===== src/rtl/hard_reset_receiver.sv =====
// Receive-side Hard Reset / Cable Reset handler for a TCPC.
// On an enabled detection it aborts the transmitter, asks the register block to zero
// RECEIVE_DETECT, raises ALERT[3], waits for the TCPM acknowledge (or times out) and
// then holds off further detections for HOLDOFF_CYCLES before re-arming.
// Optional: define HR_DROP_COUNT_EN to get a saturating count of ignored detections on
// hr_drop_count; otherwise the port is tied to zero.
module hard_reset_receiver #(
  parameter int unsigned ACK_TIMEOUT    = 900,
  parameter int unsigned HOLDOFF_CYCLES = 16,
  parameter int unsigned CNT_W          = 10
) (
  input  logic        CLK,
  input  logic        reset,
  input  logic [7:0]  iRECEIVE_DETECT,
  input  logic        phy_hard_reset,
  input  logic        phy_cable_reset,
  input  logic [15:0] alert_clear,
  output logic [15:0] oALERT,
  output logic        oRECEIVE_DETECT_clr,
  output logic        tx_abort,
  output logic        hr_type,
  output logic        hr_busy,
  output logic        hr_timeout,
  output logic [7:0]  hr_drop_count
);

  typedef enum logic [2:0] {
    StIdle,
    StResetLayer,
    StIndicate,
    StWaitAck,
    StHoldoff
  } state_e;

  localparam logic [CNT_W-1:0] AckLast     = CNT_W'(ACK_TIMEOUT - 1);
  localparam logic [CNT_W-1:0] HoldoffLast = CNT_W'(HOLDOFF_CYCLES - 1);

  state_e           state_q, state_d;
  logic [CNT_W-1:0] cnt_q, cnt_d;
  logic             alert3_q, alert3_d;
  logic             rd_clr_q, rd_clr_d;
  logic             tx_abort_q, tx_abort_d;
  logic             hr_type_q, hr_type_d;
  logic             hr_busy_q, hr_busy_d;
  logic             hr_timeout_q, hr_timeout_d;

  logic accept_hard, accept_cable, accepted;

  assign accept_hard  = phy_hard_reset & iRECEIVE_DETECT[5];
  assign accept_cable = phy_cable_reset & iRECEIVE_DETECT[6];
  assign accepted     = (state_q == StIdle) & (accept_hard | accept_cable);

  // Only the enable bits and ALERT[3] matter to this block.
  logic unused_inputs;
  assign unused_inputs = ^{iRECEIVE_DETECT[7], iRECEIVE_DETECT[4:0],
                           alert_clear[15:4], alert_clear[2:0]};

  // Next-state and next-output computation for the sequence FSM.
  always_comb begin
    state_d      = state_q;
    cnt_d        = cnt_q;
    alert3_d     = alert3_q & ~alert_clear[3];
    rd_clr_d     = 1'b0;
    hr_type_d    = hr_type_q;
    hr_timeout_d = hr_timeout_q;

    unique case (state_q)
      StIdle: begin
        if (accepted) begin
          state_d      = StResetLayer;
          hr_type_d    = ~accept_hard;  // hard wins when both are enabled and present
          rd_clr_d     = 1'b1;
          hr_timeout_d = 1'b0;
          cnt_d        = '0;
        end
      end
      StResetLayer: begin
        state_d = StIndicate;
        cnt_d   = '0;
      end
      StIndicate: begin
        alert3_d = 1'b1;  // set beats a simultaneous clear
        state_d  = StWaitAck;
        cnt_d    = '0;
      end
      StWaitAck: begin
        if (alert_clear[3]) begin
          state_d = StHoldoff;
          cnt_d   = '0;
        end else if (cnt_q == AckLast) begin
          hr_timeout_d = 1'b1;
          state_d      = StHoldoff;
          cnt_d        = '0;
        end else begin
          cnt_d = cnt_q + 1'b1;
        end
      end
      StHoldoff: begin
        if (cnt_q == HoldoffLast) begin
          state_d = StIdle;
          cnt_d   = '0;
        end else begin
          cnt_d = cnt_q + 1'b1;
        end
      end
      default: begin
        state_d = StIdle;
        cnt_d   = '0;
      end
    endcase

    tx_abort_d = (state_d == StResetLayer) | (state_d == StIndicate) | (state_d == StWaitAck);
    hr_busy_d  = (state_d != StIdle);
  end

  // State, counter and registered outputs.
  always_ff @(posedge CLK or posedge reset) begin
    if (reset) begin
      state_q      <= StIdle;
      cnt_q        <= '0;
      alert3_q     <= 1'b0;
      rd_clr_q     <= 1'b0;
      tx_abort_q   <= 1'b0;
      hr_type_q    <= 1'b0;
      hr_busy_q    <= 1'b0;
      hr_timeout_q <= 1'b0;
    end else begin
      state_q      <= state_d;
      cnt_q        <= cnt_d;
      alert3_q     <= alert3_d;
      rd_clr_q     <= rd_clr_d;
      tx_abort_q   <= tx_abort_d;
      hr_type_q    <= hr_type_d;
      hr_busy_q    <= hr_busy_d;
      hr_timeout_q <= hr_timeout_d;
    end
  end

  assign oALERT              = {12'h000, alert3_q, 3'b000};
  assign oRECEIVE_DETECT_clr = rd_clr_q;
  assign tx_abort            = tx_abort_q;
  assign hr_type             = hr_type_q;
  assign hr_busy             = hr_busy_q;
  assign hr_timeout          = hr_timeout_q;

`ifdef HR_DROP_COUNT_EN
  logic [7:0] drop_q, drop_d;

  // Saturating count of cycles carrying a detection that was not accepted.
  always_comb begin
    drop_d = drop_q;
    if ((phy_hard_reset | phy_cable_reset) && !accepted && (drop_q != 8'hFF)) begin
      drop_d = drop_q + 8'd1;
    end
  end

  // Drop counter register; cleared only by reset.
  always_ff @(posedge CLK or posedge reset) begin
    if (reset) begin
      drop_q <= 8'h00;
    end else begin
      drop_q <= drop_d;
    end
  end

  assign hr_drop_count = drop_q;
`else
  assign hr_drop_count = 8'h00;
`endif

endmodule

===== config.mk =====
export PLATFORM = sky130hd
export DESIGN_NAME = hard_reset_receiver
export DESIGN_NICKNAME = d
export VERILOG_FILES = /design/src/rtl/hard_reset_receiver.sv
export SDC_FILE = /design/constraint.sdc
export NUM_CORES = 1
export LEC_CHECK = 0
export CORE_ASPECT_RATIO = 1.25
export CORE_UTILIZATION = 41
export CTS_CLUSTER_DIAMETER = 60
export DETAILED_ROUTE_END_ITERATION = 6
export PLACE_DENSITY_LB_ADDON = 0.2
export SYNTH_ARGS = -nofsm -noshare
export SYNTH_HDL_FRONTEND = slang
export SYNTH_SLANG_ARGS = --single-unit

===== constraint.sdc =====
create_clock -name CLK -period 2 [get_ports CLK]
set_clock_uncertainty 0.1 [all_clocks]
set_input_delay 0.3 -clock CLK [delete_from_list [all_inputs] [get_ports CLK]]
set_output_delay 0.3 -clock CLK [all_outputs]
set_load 0.02 [all_outputs]

==> metrics <==
Reg clk slew, reported paths=0.11 ns; Area growth syn-to-layout=7.669%; Pleak=0.5718 nW; Post-CTS Setup Inserts=0; final worst-path setup slack=0.1558 ns; Die Ht=63.49 µm; number of CTS-inserted buffers=3; sequential share of the synthesized area=38.35%; Initial Util=44.52%; CTS tree=built; GPL Wtd Cong=0.8310; area taken by multi-input logic gates=620.6 µm²; synthesized flop and latch total=19; Util after Layout=47.93%; r2r setup slk=0.16 ns; Final Cycle Share=92.21%; Max-Cap Viols=0; cts hold-fix bufs=0; WL met2=1.185 mm; largest net degree at the start of global routing=20; startpoint types=flop; worst min-delay path category=in -> async; Worst Setup SP=cnt_q[7]$_DFFE_PP0N_; P per Cell Area=954.0 mW/mm²; Top FF cell, synth=dfrtp_1; layout cell share with drive strength beyond 1=9.091%; Skew-Pair Late Insertion Delay=0.30 ns; antenna cells=0; setup TNS=0 ns; Sequential cell area=475.5 µm²; cell count after synthesis=139; vias per inst=5.144; Top Metal Used=met4; fin nets=184; clock sink total=19; CP arrival=1.93 ns; reg-to-reg endpoint=cnt_q[4]$_DFFE_PP0N_; Std-Cell Rows=21; Mapped Area=0.001240 mm²; CP Capture Type=flop; detailed-route via count=967; Post-DP HPWL=1.765 mm; H-tree depth=1; RSZ-0062 raised after global routing=no; die area=0.003249 mm²; WP data required=2.09 ns; max frequency=0.5422 GHz; Routed Antenna Nets=0; CTS root buf=clkbuf_4; Final Setup Violations=0; Initial DRC Count=22; critical path class=reg -> reg; status=finished, final reports clean; Synth cell types=36; post-CTS sizing=0; initial antenna violation count=0; Remaining DRCs=0; min Tclk post-route=1.844 ns; GR Util All Layers=15.52%; placed cells=184; fin. max-slew vios=0; Setup Slack @ Placement=0.07978 ns; Worst IR Drop VDD=549.7 µV; async set or reset register ratio after synthesis=100.0%; met3 wire length=118 µm; Clock Tree Buf Depth=2; drt wl/cell=12.29 µm; wl on met1=977 µm; Hold Slack=0.2201 ns; core area=0.002785 mm²; final hold viol count=0; Port Buffers=12; DRT Wirelength=2.311 mm; Mean Syn Cell Area=8.920 µm²; fin cells=188; I/O Pins=57; GRT overflow=0; first-pass GRT wire length=3.829 mm; number of synthesized flops with an enable pin=0; R2R Path Start=cnt_q[7]$_DFFE_PP0N_; number of global-route vias before repair=894; Die X=51.19 µm; TritonRoute pass-1 iters=4; total of warnings raised by yosys=0; worst r2r path cells=4; # fillers=310; crit-path max FO=9
kinds of logic after synthesis:
kind of cell | count (synthesis) | share of synthesized area [%]
xor+xnor | 1 | 0.7065
compound gates | 35 | 19.78
simple gates | 49 | 20.79
other cells | 1 | 0.3024
fa+ha+maj | 1 | 1.009
mux | 1 | 0.8073
buf+inv | 32 | 18.26
flops | 19 | 38.35
cells in the mapped netlist, types with 2 or more instances:
| library cell | n | share of area (%) |
|---|---|---|
| buf_4 | 24 | 15 |
| dfrtp_1 | 19 | 38 |
| nand2_1 | 18 | 5.4 |
| o21ai_0 | 14 | 5.7 |
| nor2_1 | 8 | 2.4 |
| nor3_1 | 8 | 3.2 |
| o211ai_1 | 6 | 3.6 |
| inv_1 | 5 | 1.5 |
| a21oi_1 | 4 | 1.6 |
| a2111oi_0 | 2 | 1.4 |
| a31oi_1 | 2 | 1.0 |
| and2_1 | 2 | 1.0 |
| buf_6 | 2 | 1.8 |
| nand3_1 | 2 | 0.81 |
| or3_1 | 2 | 1.0 |
cells in the final DEF, fill, tap and decap left out, types with 2 or more instances in the layout:
cell type / n
nand3_1: 2
a2111oi_0: 2
nor3_1: 8
nand2_1: 18
conb_1: 23
nor2_1: 8
a21oi_1: 4
o21ai_0: 14
dfrtp_1: 19
clkbuf_4: 3
or3_1: 2
inv_1: 5
o211ai_1: 6
a31oi_1: 2
buf_4: 4
and2_1: 2
clkdlybuf4s50_1: 12
flip-flops by register name, summed over array words and instances (netlist names):
register and count:
state_q 3, alert3_q 1, oRECEIVE_DETECT_clr 1, hr_busy 1, hr_timeout 1, cnt_q 10, hr_type 1, tx_abort 1
power breakdown:
part / switching [mW] / internal [mW] / leakage (nW)
clock: 0.124 / 0.0745 / 0.0177
sequential: 0.0820 / 0.472 / 0.247
combinational: 0.307 / 0.213 / 0.307
layout make-up:
class,instances,area share [%]
Inverter,5,1.406
Multi-Input combinational cell,110,46.49
Clock buffer,3,1.687
Sequential cell,19,35.61
Timing Repair Buffer,16,11.25
Clock inverter,1,0.3749
Tap cell,34,3.187
routing by layer:
layer	GRT usage (%)	up-vias
li1	-	472
met1	17.87	464
met3	2.657	4
met2	27.47	27
met5	0	-
met4	6.250	0
through the flow:
stage,power (mW),area (µm²)
2_1_floorplan,0.9774,1323
3_3_place_gp,1.076,1308
3_5_place_dp,1.092,1308
4_1_cts,1.296,1335
5_1_grt,1.382,1335
6_report,1.274,1335
worst max-delay path, cell delays in order, from the launching register on:
cell	delay, ns
dfrtp_1	0.45
or3_1	0.40
o311a_4	0.46
o21ai_0	0.21
o211ai_1	0.11
how the worst max path moves through the flow:
stage / end / cells after the start
2_1_floorplan: cnt_q[2]$_DFFE_PP0N_ / 4
3_3_place_gp: cnt_q[7]$_DFFE_PP0N_ / 5
3_5_place_dp: cnt_q[9]$_DFFE_PP0N_ / 5
4_1_cts: cnt_q[2]$_DFFE_PP0N_ / 4
5_1_grt: cnt_q[7]$_DFFE_PP0N_ / 4
6_report: cnt_q[4]$_DFFE_PP0N_ / 4
(Power assumes the default switching activity.)
